**config.mk**
```make
export PLATFORM = sky130hd
export DESIGN_NAME = mem_model_lat_flat
export DESIGN_NICKNAME = d
export VERILOG_FILES = /design/src/rtl/mem_model_lat_pkg.sv /design/src/rtl/mem_model_lat_if.sv /design/src/rtl/mem_model_lat_lfsr16.sv /design/src/rtl/mem_model_lat.sv /design/src/flat_wrapper.sv
export SDC_FILE = /design/constraint.sdc
export NUM_CORES = 1
export LEC_CHECK = 0
export ABC_CLOCK_PERIOD_IN_PS = 2100
export CAP_MARGIN = 20
export CELL_PAD_IN_SITES_DETAIL_PLACEMENT = 0
export CELL_PAD_IN_SITES_GLOBAL_PLACEMENT = 2
export CORE_ASPECT_RATIO = 0.7
export CORE_MARGIN = 5
export CORE_UTILIZATION = 21
export CTS_CLUSTER_SIZE = 28
export DETAILED_ROUTE_END_ITERATION = 10
export HOLD_SLACK_MARGIN = 0.03
export PLACE_DENSITY = 0.86
export SLEW_MARGIN = 20
export SYNTH_ARGS = -nofsm -noshare
export SYNTH_HDL_FRONTEND = slang
export SYNTH_SLANG_ARGS = --single-unit
export TNS_END_PERCENT = 1
```
**constraint.sdc**
```tcl
create_clock -name clk -period 2.1 [get_ports clk]
set_input_delay 0.315 -clock clk [delete_from_list [all_inputs] [get_ports clk]]
set_output_delay 0.315 -clock clk [all_outputs]
set_load 0.05 [all_outputs]
```
**src/rtl/mem_model_lat_pkg.sv**
```systemverilog
// ============================================================================
// Module   : mem_model_pkg
// Brief    : Shared types, constants and address helper for mem_model_lat.
// Revision : 1.0 - initial release
// ============================================================================
`default_nettype none

package mem_model_pkg;

    localparam int          WORD_W    = 32;
    localparam logic [15:0] LFSR_TAPS = 16'hB400;

    typedef enum logic [1:0] {
        IDLE = 2'd0,
        WAIT = 2'd1,
        RESP = 2'd2
    } state_t;

    // Clears the byte-offset bits so the address points at the start of its line.
    function automatic logic [63:0] align_addr(input logic [63:0] addr,
                                               input int unsigned line_bytes);
        return addr & ~(64'(line_bytes) - 64'd1);
    endfunction

endpackage

`default_nettype wire

```
**src/rtl/mem_model_lat_if.sv**
```systemverilog
// ============================================================================
// Module   : mem_model_lat_if
// Brief    : Line-read request/response bus between the I-cache and the model.
// Revision : 1.0 - initial release
// ============================================================================
`default_nettype none

interface mem_model_lat_if #(
    parameter int ADDR_W     = 32,
    parameter int LINE_BYTES = 16
);
    logic                    mem_req;
    logic [ADDR_W-1:0]       mem_addr;
    logic                    mem_ready;
    logic [8*LINE_BYTES-1:0] mem_data;
    logic                    mem_err;
    logic                    mem_busy;

    modport master (
        output mem_req, mem_addr,
        input  mem_ready, mem_data, mem_err, mem_busy
    );

    modport slave (
        input  mem_req, mem_addr,
        output mem_ready, mem_data, mem_err, mem_busy
    );
endinterface

`default_nettype wire

```
**src/rtl/mem_model_lat_lfsr16.sv**
```systemverilog
// ============================================================================
// Module   : mem_lfsr16
// Brief    : 16-bit Galois LFSR, advancing one step per enabled clock.
// Revision : 1.0 - initial release
// ============================================================================
`default_nettype none

module mem_lfsr16
    import mem_model_pkg::*;
#(
    parameter logic [15:0] SEED = 16'hACE1
) (
    input  wire logic        clk,
    input  wire logic        rst,
    input  wire logic        i_adv,
    output logic [15:0]      o_lfsr
);

    logic [15:0] r_lfsr;

    always_ff @(posedge clk) begin
        if (rst) begin
            r_lfsr <= SEED;
        end else if (i_adv) begin
            r_lfsr <= (r_lfsr >> 1) ^ (r_lfsr[0] ? LFSR_TAPS : 16'h0000);
        end
    end

    assign o_lfsr = r_lfsr;

endmodule

`default_nettype wire

```
**src/rtl/mem_model_lat.sv**
```systemverilog
// ============================================================================
// Module   : mem_model_lat
// Brief    : Clocked line-read memory model with fixed or bounded-random latency.
// Revision : 1.0 - initial release
// ============================================================================
`default_nettype none

module mem_model_lat
    import mem_model_pkg::*;
#(
    parameter int          ADDR_W      = 32,
    parameter int          LINE_BYTES  = 16,
    parameter int          DEPTH_LINES = 4096,
    parameter int          LAT_MODE    = 0,
    parameter int          LAT_MIN     = 4,
    parameter int          LAT_MAX     = 11,
    parameter logic [31:0] DATA_SEED   = 32'h0,
    parameter logic [15:0] LFSR_SEED   = 16'hACE1
) (
    input wire logic         clk,
    input wire logic         rst,
    mem_model_lat_if.slave   bus
);

    localparam int          c_WORDS    = LINE_BYTES / 4;
    localparam int          c_DATA_W   = 8 * LINE_BYTES;
    localparam int          c_LAT_TOP  = (LAT_MAX > LAT_MIN) ? LAT_MAX : LAT_MIN;
    localparam int          c_CNT_W    = $clog2(c_LAT_TOP + 1);
    localparam logic [63:0] c_LIMIT    = 64'(DEPTH_LINES) * 64'(LINE_BYTES);
    localparam logic [15:0] c_LAT_MASK = (LAT_MODE == 1) ? 16'(LAT_MAX - LAT_MIN) : 16'h0000;

    state_t                r_state, w_state_nxt;
    logic [c_CNT_W-1:0]    r_cnt, w_cnt_nxt;
    logic [ADDR_W-1:0]     r_aligned, w_aligned_nxt;
    logic                  r_ready, w_ready_nxt;
    logic                  r_err, w_err_nxt;
    logic                  r_busy, w_busy_nxt;
    logic [c_DATA_W-1:0]   r_data, w_data_nxt;
    logic [c_DATA_W-1:0]   w_line;
    logic [15:0]           w_lfsr;
    logic [c_CNT_W-1:0]    w_lat;
    logic                  w_adv;
    logic                  w_oor;

    mem_lfsr16 #(
        .SEED   (LFSR_SEED)
    ) u_lfsr (
        .clk    (clk),
        .rst    (rst),
        .i_adv  (w_adv),
        .o_lfsr (w_lfsr)
    );

    // The mask width is LAT_MAX-LAT_MIN (2^k-1), so the sum never exceeds LAT_MAX.
    assign w_lat = (LAT_MODE == 1) ? c_CNT_W'(LAT_MIN) + c_CNT_W'(w_lfsr & c_LAT_MASK)
                                   : c_CNT_W'(LAT_MIN);

    assign w_oor = (64'(r_aligned) >= c_LIMIT);

    for (genvar gi = 0; gi < c_WORDS; gi++) begin : g_word
        assign w_line[gi*WORD_W +: WORD_W] = (32'(r_aligned) + 32'(4 * gi)) ^ DATA_SEED;
    end

    always_comb begin
        w_state_nxt   = r_state;
        w_cnt_nxt     = r_cnt;
        w_aligned_nxt = r_aligned;
        w_ready_nxt   = 1'b0;
        w_err_nxt     = r_err;
        w_busy_nxt    = r_busy;
        w_data_nxt    = r_data;
        w_adv         = 1'b0;
        case (r_state)
            IDLE: begin
                if (bus.mem_req) begin
                    w_adv         = 1'b1;
                    w_aligned_nxt = ADDR_W'(align_addr(64'(bus.mem_addr), LINE_BYTES));
                    w_cnt_nxt     = w_lat - c_CNT_W'(1);
                    w_busy_nxt    = 1'b1;
                    w_state_nxt   = WAIT;
                end
            end
            WAIT: begin
                if (r_cnt == '0) begin
                    w_ready_nxt = 1'b1;
                    w_err_nxt   = w_oor;
                    w_data_nxt  = w_oor ? '0 : w_line;
                    w_state_nxt = RESP;
                end else begin
                    w_cnt_nxt = r_cnt - c_CNT_W'(1);
                end
            end
            RESP: begin
                w_busy_nxt  = 1'b0;
                w_state_nxt = IDLE;
            end
            default: begin
                w_busy_nxt  = 1'b0;
                w_state_nxt = IDLE;
            end
        endcase
    end

    always_ff @(posedge clk) begin
        if (rst) begin
            r_state   <= IDLE;
            r_cnt     <= '0;
            r_aligned <= '0;
            r_ready   <= 1'b0;
            r_err     <= 1'b0;
            r_busy    <= 1'b0;
            r_data    <= '0;
        end else begin
            r_state   <= w_state_nxt;
            r_cnt     <= w_cnt_nxt;
            r_aligned <= w_aligned_nxt;
            r_ready   <= w_ready_nxt;
            r_err     <= w_err_nxt;
            r_busy    <= w_busy_nxt;
            r_data    <= w_data_nxt;
        end
    end

    assign bus.mem_ready = r_ready;
    assign bus.mem_err   = r_err;
    assign bus.mem_busy  = r_busy;
    assign bus.mem_data  = r_data;

endmodule

`default_nettype wire

```
**src/flat_wrapper.sv**
```systemverilog
// flat-port wrapper written by rule: the top's interface ports become plain ports
module mem_model_lat_flat import mem_model_pkg::*;
#(
    parameter int          ADDR_W      = 32,
    parameter int          LINE_BYTES  = 16,
    parameter int          DEPTH_LINES = 4096,
    parameter int          LAT_MODE    = 0,
    parameter int          LAT_MIN     = 4,
    parameter int          LAT_MAX     = 11,
    parameter logic [31:0] DATA_SEED   = 32'h0,
    parameter logic [15:0] LFSR_SEED   = 16'hACE1
)
  (clk, rst, bus_mem_req, bus_mem_addr, bus_mem_ready, bus_mem_data, bus_mem_err, bus_mem_busy);
  mem_model_lat_if #(.ADDR_W(ADDR_W), .LINE_BYTES(LINE_BYTES)) bus_i ();
  input wire logic clk;
  input wire logic rst;
  input wire logic [$bits(bus_i.mem_req)-1:0] bus_mem_req;
  input wire logic [$bits(bus_i.mem_addr)-1:0] bus_mem_addr;
  output wire logic [$bits(bus_i.mem_ready)-1:0] bus_mem_ready;
  output wire logic [$bits(bus_i.mem_data)-1:0] bus_mem_data;
  output wire logic [$bits(bus_i.mem_err)-1:0] bus_mem_err;
  output wire logic [$bits(bus_i.mem_busy)-1:0] bus_mem_busy;
  assign bus_i.mem_req = bus_mem_req;
  assign bus_i.mem_addr = bus_mem_addr;
  assign bus_mem_ready = bus_i.mem_ready;
  assign bus_mem_data = bus_i.mem_data;
  assign bus_mem_err = bus_i.mem_err;
  assign bus_mem_busy = bus_i.mem_busy;
  mem_model_lat #(.ADDR_W(ADDR_W), .LINE_BYTES(LINE_BYTES), .DEPTH_LINES(DEPTH_LINES), .LAT_MODE(LAT_MODE), .LAT_MIN(LAT_MIN), .LAT_MAX(LAT_MAX), .DATA_SEED(DATA_SEED), .LFSR_SEED(LFSR_SEED)) u_core (.clk(clk), .rst(rst), .bus(bus_i));
endmodule
```
==> Word level (Yosys, flattened, before mapping) <==
Cells that the tools add are included.
{ "word_totals": {"regBits": 165, "in_bits": 35, "out_inout_bits": 131} }
{ "classes": {"addsub": 4, "order_cmp": 1, "n_eq_ne": 4, "muxes": 10, "bitwise_logic": 1, "n_reduce_logical": 9} }
{ "ops": {"columns": ["cell", "n"], "rows": [
  ["$mux 128", 1],
  ["$add 32x4->32 const B", 2],
  ["$add 32x3->32 const B", 1],
  ["$ge 32x17->1 const B", 1],
  ["$mux 4", 2],
  ["$pmux 4 s2", 1],
  ["$reduce_and 2->1", 4],
  ["$logic_not 4->1", 1],
  ["$mux 2", 2],
  ["$ne 2x2->1 const B", 2],
  ["$pmux 2 s2", 1],
  ["$sub 4x1->4 const B", 1],
  ["$reduce_and 3->1", 1],
  ["$eq 2x1->1 const B", 1],
  ["$logic_not 2->1", 1],
  ["$mux 1", 2],
  ["$ne 2x1->1 const B", 1],
  ["$pmux 1 s2", 1],
  ["$reduce_bool 2->1", 1],
  ["$reduce_or 2->1", 1],
  ["$not 1->1", 1]
]} }

==> Logic depth before layout (Yosys ltp) <==
Gate-level depths: netlist (run 1).
{ "logic_depth": {"depth_word": 3, "depth_mapped": 6} }

==> Worst setup path before layout (run 1) <==
No wires, ideal clock.
{ "synth_timing": {"path_kind": "register to register", "startpoint": "register u_core.r_cnt[0]", "endpoint": "register u_core.r_data[104] (netlist: u_core.bus.mem_data[104])", "t_arrival_ns": 1.449, "required_ns": 2.038, "setup_slack_ns": 0.589, "path_stages_with_launch": 7, "path_buffers": 1, "period_less_slack_ns": 1.511, "path_cell_list": "dfxtp_1 inv_1 ha_1 or3b_4 nor3_4 buf_6 a32o_1"} }
{ "synth_between": {"elab_chain_cells": 2} }
{ "synth_lines": {"columns": ["element", "line", "source"], "rows": [
  ["start: declaration", "mem_model_lat.sv:33", "logic [c_CNT_W-1:0] r_cnt, w_cnt_nxt;"],
  ["start signal: assignment", "mem_model_lat.sv:115", "r_cnt <= w_cnt_nxt;"],
  ["$logic_not 4->1", "mem_model_lat.sv:84", "if (r_cnt == '0) begin"],
  ["$reduce_and 2->1 (no line)", null, null],
  ["end signal: assignment", "mem_model_lat.sv:120", "r_data <= w_data_nxt;"],
  ["end: declaration", "mem_model_lat.sv:38", "logic [c_DATA_W-1:0] r_data, w_data_nxt;"]
]} }
No other way between the ends.
A chain may end at the register's enable or synchronous reset.

==> run_results.csv, run 1 <==
group,metric,value,unit
yosys,yosysWarnings,0,
grt,grt_pass1_wl,12400,um
cts,cts_root_buf,"clkbuf_16",
sta,hold_slack,0.342,ns
route,drt-initial-drc-count,92,
layout,drive_above_1_share,8.35,%
sta,min_period,1.91,ns
yosys,async_reset_ff_share,0,%
cts,insertion_delay,0.33,ns
grt,gr-usage-met3,3.67,%
yosys,netlist_area,3060,sq um
critical_path,critPathLaunchType,"flop",
sta,finalCritPeriodShare,90.8,%
cts,ctsHoldBuffers,0,
grt,top_usage_layer,"met2",
yosys,synth-seq-cells,66,
cts,numCtsBuffers,9,
yosys,synth.most_common_cell,"buf_4",
cts,cts_tree,"built",
yosys,synth_flop_cell,"dfxtp_1",
critical_path,slowest_delay,0.85,ns
floorplanning,coreArea,14100,sq um
placement,dp_slack,0.308,ns
grt,antenna_found_initial,0,
sta,worst_slack,0.194,ns
grt,grt_use_met2,15.8,%
critical_path,r2r_slack,0.35,ns
yosys,synth_top_area_share,43.1,%
yosys,synth_commonest_cells,"buf_4, dfxtp_1, nand2_1",
critical_path,path_buf_inv,1,
yosys,synthTopCellsByArea,"dfxtp_1, buf_4, nand2_1",
sta,finalSetupTns,0,ns
critical_path,worstPathRequired,1.78,ns
cts,postCtsSetupRepairBufs,0,
placement,dpl.hpwl,6000,um
placement,io_buffers,149,
route,dr.pass1.iters,4,
layout,diodes,0,
route,ant_nets,0,
cts,clk_path_buf_depth,2,
yosys,synth_edf_count,0,
grt,grt_overflow,0,
floorplanning,die_w,154,um
sta,setup_viol,0,
route,avgRoutedWirePerCell,13.3,um
sta,fin_worst_skew,0.00610,ns
sta,grt_setup_unrepaired,"false",
route,via_per_inst,3.86,
floorplanning,rows,36,
worst_hold_path,min_path_type,"in2reg",
critical_path,path_delay_family,"buffers and inverters",
power,power.leakage,1.60,nW
yosys,ys_seq_area_share,43.1,%
yosys,synth_top_cell_by_area,"dfxtp_1",
cts,cts-resized-gates,0,
layout,fillerInstances,1414,
floorplanning,start_util,21.7,%
critical_path,path_cells,"clkdlybuf4s50_1",
job,drv_cap,0,
sta,finalHoldViolCount,0,
route,drcViolationCount,0,
critical_path,end_kind,"output pin",
layout,layout.nets,439,
sta,fmax,525,MHz
floorplanning,ios,166,
layout,area_delta_synth_final,42.7,%
cts,cts.sinks,66,
outcome,status,"finished clean",
placement,place_congestion,0.707,
power,p_per_area,811,nW/um^2
route,drt-total-wl,7930,um
sta,worst_pin_slew,0.697,ns
grt,grt_usage,9.21,%
floorplanning,die_h,111,um
yosys,synth.avg_cell_area,9.09,sq um
power,ir_drop,347,uV
yosys,yosysUniqueCellTypes,36,
cts,cts.clk_slew.worst_paths,0.05,ns
grt,grt_max_degree,30,
yosys,synthCells,337,
critical_path,cp.arrival,1.59,ns
sta,slew-limit-headroom,53.4,%
floorplanning,dieArea,17100,sq um
cts,htree_levels,3,
route,vias,2304,
critical_path,cp_max_fo,5,
grt,grt_pass1_vias,2284,
grt,gr-usage-met1,10.2,%
critical_path,path_class,"reg2out",
critical_path,worst_path_max_delay_cell,"clkdlybuf4s50_1",
sta,slew_viol_final,0,
## cell families (layout without fill, tap and decap cells)
kind of cell / Yosys count / in the layout / synth area share (%)
adder cells (fa/ha/maj): 2 / 2 / 0.817
AO/OA/AOI/OAI: 56 / 56 / 12.5
flip-flops: 66 / 66 / 43.1
AND/OR/NAND/NOR: 91 / 91 / 15.1
multiplexers: 1 / 1 / 0.327
buffers and inverters: 120 / 179 / 27.9
other: 1 / 12 / 0.122
## sequential cells by signal, summed over array words and instances (netlist names)
register and count:
u_core.bus.mem_err 1, u_core.r_state 2, u_core.bus.mem_busy 1, u_core.r_aligned 28, u_core.bus.mem_ready 1, u_core.r_cnt 4
u_core.bus.mem_data 29
## power breakdown
part | internal, mW | switching (mW) | leakage, nW
Combinational | 0.226 | 0.361 | 0.906
Sequential | 1.33 | 0.0561 | 0.537
Clock | 1.04 | 0.535 | 0.153
Total | 2.59 | 0.953 | 1.60
## final cells by class
type                    count  area, sq um  share of cell area [%]
clock buffers              11          233                    5.32
clock inverters             5         78.8                    1.80
inverters                   5         18.8                   0.429
multi-input cells         162          933                    21.4
flip-flops and latches     66         1320                    30.2
well taps                 190          238                    5.44
repair buffers            158         1550                    35.4
## per-layer routing
metal  wire, um  share of wire [%]
met4        132                1.7
met2       3970                 50
met3        618                7.8
met1       3210                 40
met5          0                  0
## stage by stage
step	std cells	utilization [%]	area, sq um	total power, mW
6_report	597	31.0	4370	3.54
3_5_place_dp	581	28.8	4060	2.01
5_1_grt	597	31.0	4370	3.72
2_1_floorplan	348	-	3100	1.84
3_3_place_gp	581	28.8	4060	2.00
4_1_cts	597	31.0	4370	3.62
## cell usage in the layout (no fill, tap or decap), types with 2 or more instances in the layout
cell type and count:
o21ai_0 2, inv_1 5, clkbuf_16 9, and2_1 16, nand2_1 57, nor3_1 2, clkdlybuf4s50_1 146, nor4_1 4
a21oi_1 31, bufinv_16 2, dfxtp_1 66, clkinv_2 2, conb_1 12, a211oi_1 5, clkbuf_1 2, buf_4 11
ha_1 2, a32o_1 12
## final timing paths
kind | start | to | depth (start not counted)
worst max-delay path | u_core.bus.mem_data[101] | bus_mem_data[37] | 1
worst min-delay path | rst | u_core.r_aligned[8] | 2
worst max register to register | u_core.r_cnt[0] | u_core.bus.mem_data[111] | 5
worst min register to register | u_core.r_aligned[26] | u_core.r_aligned[26] | 2
No activity file was read; power rests on OpenSTA's default activity.
==> run 2, diff against run 1 <==
- PLACE_DENSITY: 0.86 -> 0.87
- SYNTH_HIERARCHICAL: unset -> 1
==> run 2 against run 1 <==
Effect of this change: global-route usage shrank 0.47 points; die area decreased by 2.0%; core utilization increased by 0.11 points; clock skew is 0.0022 ns higher; count of clock-buffer cells in the layout fell by 1; non-clock buffer count down 1; critical path type unchanged; critical endpoint unchanged; largest cell class unchanged; highest routed layer unchanged.
==> run_results.csv, run 2 <==
group,metric,value,unit
yosys,synth_commonest_cells,"buf_4, dfxtp_1, nand2_1",
critical_path,r2r-end,"u_core/bus.mem_data[123]",
worst_hold_path,min_path_cells,2,
yosys,synthCells,334,
power,p_sw_share,25.9,%
route,top_layer,"met4",
sta,fmax,524,MHz
cts,cts_tree,"built",
power,switchingPower,0.890,mW
worst_hold_path,min_to,"u_core/r_aligned[20]",
cts,cts.clk_slew.worst_paths,0.05,ns
cts,numCtsBuffers,9,
critical_path,path_delay_family,"buffers and inverters",
sta,hold_slack,0.456,ns
grt,grt_overflow,0,
grt,grt_usage,8.74,%
cts,cts_root_buf,"clkbuf_16",
floorplanning,dieArea,16800,sq um
layout,layout_commonest_cell,"clkdlybuf4s50_1",
yosys,synth.avg_cell_area,8.97,sq um
layout,fillerInstances,1441,
placement,dp_cells,576,
power,p_clk_share,46.2,%
cts,clk_path_buf_depth,2,
yosys,synth-seq-cells,66,
floorplanning,die_h,110,um
layout,layout.nets,433,
route,wl_met2,3830,um
sta,fin_worst_skew,0.00831,ns
critical_path,end_kind,"output pin",
sta,finalHoldViolCount,0,
yosys,yosysUniqueCellTypes,34,
critical_path,ff2ff_path_depth,6,
sta,finalCritPeriodShare,90.9,%
route,wl_met3,543,um
route,avgRoutedWirePerCell,13.1,um
layout,fin_util,31.1,%
yosys,async_reset_ff_share,0,%
yosys,synth_top_cell_by_area,"dfxtp_1",
floorplanning,rows,36,
layout,stdcell_count,592,
route,dr.pass1.iters,4,
layout,largest_reg_flops,29,
placement,io_buffers,149,
worst_hold_path,hp-start,"u_core/r_aligned[20]",
power,power.leakage,1.57,nW
power,p_per_area,789,nW/um^2
layout,final_cell_mix,"clkdlybuf4s50_1, dfxtp_1, nand2_1",
floorplanning,coreArea,14000,sq um
power,p_int,2.54,mW
sta,slew-limit-headroom,54.1,%
route,ant_nets,0,
placement,place_congestion,0.720,
yosys,ys_seq_area_share,44.1,%
yosys,synthTopCellsByArea,"dfxtp_1, buf_4, nand2_1",
yosys,synth_top_area_share,44.1,%
critical_path,worstPathRequired,1.78,ns
yosys,synth.most_common_cell,"buf_4",
critical_path,r2r-start,"u_core/r_cnt[0]",
power,p_total,3.43,mW
job,drv_cap,0,
cts,ctsHoldBuffers,0,
critical_path,path_cells,"clkdlybuf4s50_1",
yosys,synth_flop_cell,"dfxtp_1",
layout,area_delta_synth_final,45.0,%
floorplanning,ios,166,
sta,worst_pin_slew,0.688,ns
critical_path,slowest_delay,0.85,ns
yosys,yosysWarnings,6,
cts,cts-resized-gates,1,
yosys,netlist_area,3000,sq um
cts,htree_levels,3,
sta,finalSetupTns,0,ns
critical_path,startpoint,"u_core/bus.mem_data[101]",
critical_path,cp.arrival,1.59,ns
layout,drive_above_1_share,7.71,%
placement,dpl.hpwl,5730,um
cts,insertion_delay,0.32,ns
sta,grt_setup_unrepaired,"false",
grt,grt_pass1_wl,11500,um
route,via_per_inst,3.86,
sta,setup_viol,0,
critical_path,critPathLaunchType,"flop",
power,ir_drop,300,uV
cts,postCtsSetupRepairBufs,0,
sta,slew_viol_final,0,
yosys,synth_edf_count,0,
route,drt-total-wl,7780,um
route,drt-initial-drc-count,64,
cts,cts.sinks,66,
critical_path,path_class,"reg2out",
critical_path,r2r_slack,0.28,ns
route,wl_met1,3220,um
power,pwr-share-comb,14.2,%
critical_path,worst_path_max_delay_cell,"clkdlybuf4s50_1",
sta,min_period,1.91,ns
grt,antenna_found_initial,0,
grt,grt_pass1_vias,2249,
route,vias,2283,
layout,diodes,0,
floorplanning,die_w,153,um
outcome,status,"finished clean",
critical_path,path_buf_inv,1,
floorplanning,start_util,21.5,%
power,seq_power_share,39.5,%
worst_hold_path,min_path_type,"reg2reg",
route,drcViolationCount,0,
grt,grt_max_degree,35,
critical_path,cp_max_fo,5,
-- run 2: changes by cell type after synthesis, moves of 2 or more --
cell,delta
or4_1,+2
buf_6,-2
a211oi_1,-4
clkbuf_1,+2
and3_1,+2
buf_2,+2
-- run 2: how the worst max path moves through the flow --
stage,to,cells past startpoint
after floorplan,u_core/bus.mem_data[104],7
after global routing,bus_mem_data[101],1
after global placement,u_core/bus.mem_data[125],6
final,bus_mem_data[37],1
after detailed placement,u_core/bus.mem_data[117],6
after CTS,u_core/bus.mem_data[106],6
-- run 2: power by group through the flow --
stage | Combinational, mW | Clock, mW | Sequential (mW)
after detailed placement | 0.492 | 0 | 1.38
after floorplan | 0.309 | 0 | 1.40
after global routing | 0.534 | 1.71 | 1.36
after global placement | 0.477 | 0 | 1.38
after CTS | 0.498 | 1.65 | 1.36
final | 0.488 | 1.59 | 1.36
-- run 2: cell type report --
class,instances,area (sq um),share of cell area (%)
clock buffers,10,229,5.27
flip-flops and latches,66,1320,30.4
inverters,5,18.8,0.432
multi-input cells,158,896,20.6
well taps,190,238,5.47
repair buffers,157,1550,35.7
clock inverters,6,91.3,2.10
-- run 2: cell families after synthesis --
family | Yosys count | share of synthesized area, %
buf+inv | 121 | 28.0
simple gates | 91 | 15.0
flops | 66 | 44.1
compound gates | 53 | 12.0
mux | 1 | 0.334
fa+ha+maj | 1 | 0.417
other cells | 1 | 0.125
-- run 2: metrics by stage --
stage                     setup WS [ns]  area [sq um]
after floorplan                   0.572          3040
after global placement          0.00852          4020
after detailed placement         -0.149          4020
after CTS                        0.0734          4340
after global routing              0.118          4350
final                             0.190          4350
-- run 2: metal layers --
| layer | GRT usage (%) | vias up |
|---|---|---|
| li1 | - | 1116 |
| met3 | 3.42 | 11 |
| met4 | 3.56 | 0 |
| met2 | 15.2 | 95 |
| met1 | 9.69 | 1061 |
| met5 | 0 | - |
==> patch 1: new RTL, config.mk and constraints of run 1 <==
Make the reset (`rst`) asynchronous in 2 clocked blocks.
--- a/src/rtl/mem_model_lat_lfsr16.sv
+++ b/src/rtl/mem_model_lat_lfsr16.sv
@@ -18,7 +18,7 @@
 
     logic [15:0] r_lfsr;
 
-    always_ff @(posedge clk) begin
+    always_ff @(posedge clk or posedge rst) begin
         if (rst) begin
             r_lfsr <= SEED;
         end else if (i_adv) begin
--- a/src/rtl/mem_model_lat.sv
+++ b/src/rtl/mem_model_lat.sv
@@ -101,7 +101,7 @@
         endcase
     end
 
-    always_ff @(posedge clk) begin
+    always_ff @(posedge clk or posedge rst) begin
         if (rst) begin
             r_state   <= IDLE;
             r_cnt     <= '0;
Check against the original RTL: differs if rst is asserted again (counterexample within 4 cycles, from zero or initial values and one cycle with rst high); with rst held inactive, the same outputs for 10 cycles.
==> patch 1 against run 1 <==
Synthesized cell count decreased by 0.30%. Maximum frequency fell by 1.1%. Area after synthesis rose by 11%. Worst setup slack got worse by 0.022 ns. Cell area rose by 7.8%. Sequential cell count unchanged. Core utilization shrank 0.97 points. Register-to-register slack better by 0.09 ns. Wire length did not move. Critical path type unchanged.
Power is not compared: it rests on default switching activity, and its combinational part moved more than twofold at a synthesized area within 25%.
==> patch 1: results (changes against run 1) <==
stage	metric	value	unit	change
run_status	status	finished clean		
logic_synthesis	Post-synth top cells	buf_4, nand2_1, dfrtp_1		
logic_synthesis	Cell variety after synth	29		-19%
layout	share of cells above drive strength 1	11.4	%	+3.1 points
placed_design	dpl hpwl	5.93	mm	-1.1%
layout	Non-Filler Instances	611		+2.3%
grt	routing usage on met1	10.8	%	+0.62 points
clocking	CTS H-Tree Depth	3		unchanged
logic_synthesis	Synth Area in Compound Gates	6.46	%	-6.1 points
logic_synthesis	Mapped Cells	336		-0.30%
worst_hold_path	Worst Hold Class	in -> async		
sta	hold_ws	0.390	ns	+0.0489 ns
layout	filler instances	1632		+15%
routing	Routed met3 length	678	um	+9.7%
routing	met2 routed wirelength	3.68	mm	-7.4%
placed_design	Setup Slack @ Placement	0.159	ns	-0.149 ns
sta	clk_skew	0.00950	ns	+0.00340 ns
layout	diodes inserted	0		unchanged
grt	grt met3 use	3.53	%	-0.14 points
logic_synthesis	Post-Synth Adder-Cell Area	0.369	%	-0.45 points
worst_setup_path	FF-to-FF setup slack	0.44	ns	+0.09 ns
worst_setup_path	Worst R2R Start	u_core.r_aligned[29]$_DFFE_PP0P_		
worst_setup_path	Critical path origin	u_core.bus.mem_data[109]$_DFFE_PP0P_		
logic_synthesis	post-synthesis mux area share	0.959	%	+0.63 points
routing	WL per Instance	13.0	um	-2.3%
grt	largest net degree at the start of global routing	67		+120%
logic_synthesis	post-synthesis sequential area ratio	48.7	%	+5.6 points
layout	Final #Nets	442		+0.68%
placed_design	routability cong.	0.706		-0.18%
worst_setup_path	worst-case reg-to-reg path depth	4		-1
logic_synthesis	asr flop ratio synth	100	%	+100 points
routing	DR vias	2321		+0.74%
worst_setup_path	critical path endpoint	bus_mem_data[45]		
worst_setup_path	critical path arrival	1.61	ns	+0.02 ns
worst_setup_path	RR Endpoint	u_core.bus.mem_err$_DFFE_PP0P_		
placed_design	# placed instances	595		+2.4%
patch 1: cell types whose count changed after synthesis, sizes merged, moves of 11 or more:
cell,run 1,this run
nand2,57,87
o2bb2ai,1,12
a21oi,32,0
nand3,1,13
a32o,12,0
dfxtp,66,0
dfrtp,0,66
patch 1: power by group:
| group | internal [mW] | switching (mW) |
|---|---|---|
| logic | 0.440 | 0.751 |
| clock network | 0.926 | 0.575 |
| registers | 1.60 | 0.194 |
patch 1: final cells by class:
class,count,area (um^2),area share (%)
flip-flops and latches,66,1650,35.0
repair buffers,159,1580,33.4
multi-input cells,164,911,19.3
well taps,200,250,5.31
clock buffers,9,225,4.78
clock inverters,7,76.3,1.62
inverters,6,22.5,0.478
patch 1: logic make-up (layout without fill, tap and decap cells):
logic type / after synthesis / in the layout
muxes: 3 / 3
buffers and inverters: 117 / 181
DFF: 66 / 66
AOI/OAI and AO/OA: 20 / 20
and+or+nand+nor: 128 / 128
other: 1 / 12
adders and majority gates: 1 / 1
==> patch 2: new RTL, flow settings as in run 1 <==
Without the edit above. `ADDR_W` is set to 32 in 3 places; all go to 48.
--- a/src/rtl/mem_model_lat_if.sv
+++ b/src/rtl/mem_model_lat_if.sv
@@ -6,7 +6,7 @@
 `default_nettype none
 
 interface mem_model_lat_if #(
-    parameter int ADDR_W     = 32,
+    parameter int ADDR_W     = 48,
     parameter int LINE_BYTES = 16
 );
     logic                    mem_req;
--- a/src/rtl/mem_model_lat.sv
+++ b/src/rtl/mem_model_lat.sv
@@ -8,7 +8,7 @@
 module mem_model_lat
     import mem_model_pkg::*;
 #(
-    parameter int          ADDR_W      = 32,
+    parameter int          ADDR_W      = 48,
     parameter int          LINE_BYTES  = 16,
     parameter int          DEPTH_LINES = 4096,
     parameter int          LAT_MODE    = 0,
--- a/src/flat_wrapper.sv
+++ b/src/flat_wrapper.sv
@@ -1,7 +1,7 @@
 // flat-port wrapper written by rule: the top's interface ports become plain ports
 module mem_model_lat_flat import mem_model_pkg::*;
 #(
-    parameter int          ADDR_W      = 32,
+    parameter int          ADDR_W      = 48,
     parameter int          LINE_BYTES  = 16,
     parameter int          DEPTH_LINES = 4096,
     parameter int          LAT_MODE    = 0,
Interface: changed (resized bus_mem_addr); port bits go from 166 to 182. No check against the original RTL was run, so the function may have changed too.
==> patch 2 against run 1 <==
Sequential share of layout area rose by 1.8 points. Register-to-register slack got worse by 0.05 ns. Cell area rose by 17%. Total power rose by 13%. Hold slack improved by 0.040 ns. Sequential cell count rose by 16. Worst setup slack got worse by 0.067 ns. Critical path depth did not move. Cell count rose by 22%. Wire length rose by 20%. Combinational power rose by 1%. Non-clock buffer count rose by 13. Clock skew fell by 0.0014 ns. Area after synthesis rose by 18%. Largest power group is now registers.
==> patch 2: results (changes against run 1) <==
stage	metric	value	unit	change
run_status	status	finished clean		
grt	largest net degree at the start of global routing	44		+47%
placed_design	routability cong.	0.700		-0.92%
worst_setup_path	RR Endpoint	u_core.bus.mem_data[106]$_SDFFE_PP0P_		
logic_synthesis	Mapped Cells	418		+24%
placed_design	dpl hpwl	7.46	mm	+24%
clocking	clock latency at the later pin of the worst-skew pair	0.33	ns	about the same
routing	WL per Instance	13.0	um	-1.9%
sta	worst relative slew slack	62.2	%	+8.8 points
grt	GRT Overall Usage	9.25	%	+0.041 points
placed_design	# placed instances	712		+23%
grt	first-pass GRT wire length	14.9	mm	+20%
sta	hold_ws	0.382	ns	+0.0403 ns
worst_setup_path	slowest cell delay on critical path	0.86	ns	
logic_synthesis	Cell variety after synth	34		-5.6%
clocking	Reg clk slew, reported paths	0.06	ns	
routing	Avg Vias per Cell	3.95		+2.2%
logic_synthesis	Post-synth top cells	buf_4, nand2_1, dfxtp_1		
clocking	Clock Tree Buf Depth	2		unchanged
placed_design	Setup Slack @ Placement	0.0630	ns	-0.245 ns
sta	crit share post-route	94.0	%	+3.2 points
worst_hold_path	hold endpoint	u_core.r_state[1]$_SDFFE_PP0P_		
pwr	VDD IR max	0.317	mV	-8.6%
placed_design	PortBufs	165		+11%
worst_setup_path	Critical path origin	u_core.bus.mem_data[102]$_SDFFE_PP0P_		
pwr	P_leak	1.92	nW	+20%
worst_setup_path	critical path arrival	1.66	ns	+0.07 ns
grt	initial antenna violation count	0		unchanged
layout	share of cells above drive strength 1	6.24	%	-2.1 points
clocking	Num CTS Buffers	9		unchanged
worst_setup_path	critical path endpoint	bus_mem_data[6]		
routing	TritonRoute pass-1 iters	4		unchanged
routing	starting DRC count in detailed routing	91		-1.1%
worst_setup_path	worst-case reg-to-reg path depth	6		+1
grt	number of global-route vias before repair	2812		+23%
layout	Final #Nets	545		+24%
worst_setup_path	FF-to-FF setup slack	0.30	ns	-0.05 ns
routing	DR vias	2872		+25%
layout	diodes inserted	0		unchanged
logic_synthesis	post-synthesis sequential area ratio	45.5	%	+2.4 points
layout	max reg flops	44		+52%
logic_synthesis	Area contributors post-synth	dfxtp_1, buf_4, nand2_1, a21oi_1, a22o_1		
sta	clk_skew	0.00466	ns	-0.00144 ns
patch 2: cell types whose count changed after synthesis, sizes merged, moves of 12 or more:
cell / change
nand2: +35
and3: +18
dfxtp: +16
a21oi: +15
and2: -13
a22o: +12
a32o: -12
patch 2: report_power, final:
part	switching, mW	leakage [nW]	internal [mW]
clock network	0.633	0.153	1.05
registers	0.0655	0.669	1.65
logic	0.351	1.10	0.241
total	1.05	1.92	2.94
patch 2: repair_timing:
| action | in CTS | in global routing |
|---|---|---|
| endpoints found under the setup margin | 0 | 12 |
| resized for setup | 0 | 1 |
| hold buffers | 0 | 0 |
patch 2: stage by stage:
step / utilization, % / power, mW
floorplan: - / 2.14
global placement: 28.2 / 2.33
detailed placement: 28.2 / 2.35
CTS: 30.1 / 4.06
global route: 30.1 / 4.21
finish: 30.1 / 3.99
patch 2: cell families after synthesis:
| logic type | count (synthesis) | share of synthesized area, % |
|---|---|---|
| compound gates | 66 | 10.9 |
| xor+xnor | 2 | 0.486 |
| fa+ha+maj | 2 | 0.693 |
| buf+inv | 123 | 23.6 |
| flops | 82 | 45.5 |
| mux | 1 | 0.277 |
| other cells | 1 | 0.104 |
| simple gates | 141 | 18.5 |
patch 2: final cells by class:
| cell class | count | area (um^2) |
|---|---|---|
| Timing Repair Buffer | 171 | 1700 |
| Fill cell | 1775 | 11900 |
| Multi-Input combinational cell | 224 | 1160 |
| Tap cell | 231 | 289 |
| Inverter | 4 | 15.0 |
| Clock buffer | 10 | 229 |
| Sequential cell | 82 | 1640 |
| Clock inverter | 6 | 90.1 |
patch 2: per-layer routing:
metal	part of all wire, %	GRT usage (%)	wire, um
met5	0	0	0
met4	0.82	1.84	78
met3	9.6	4.15	911
met2	46	15.5	4350
met1	44	11.1	4150
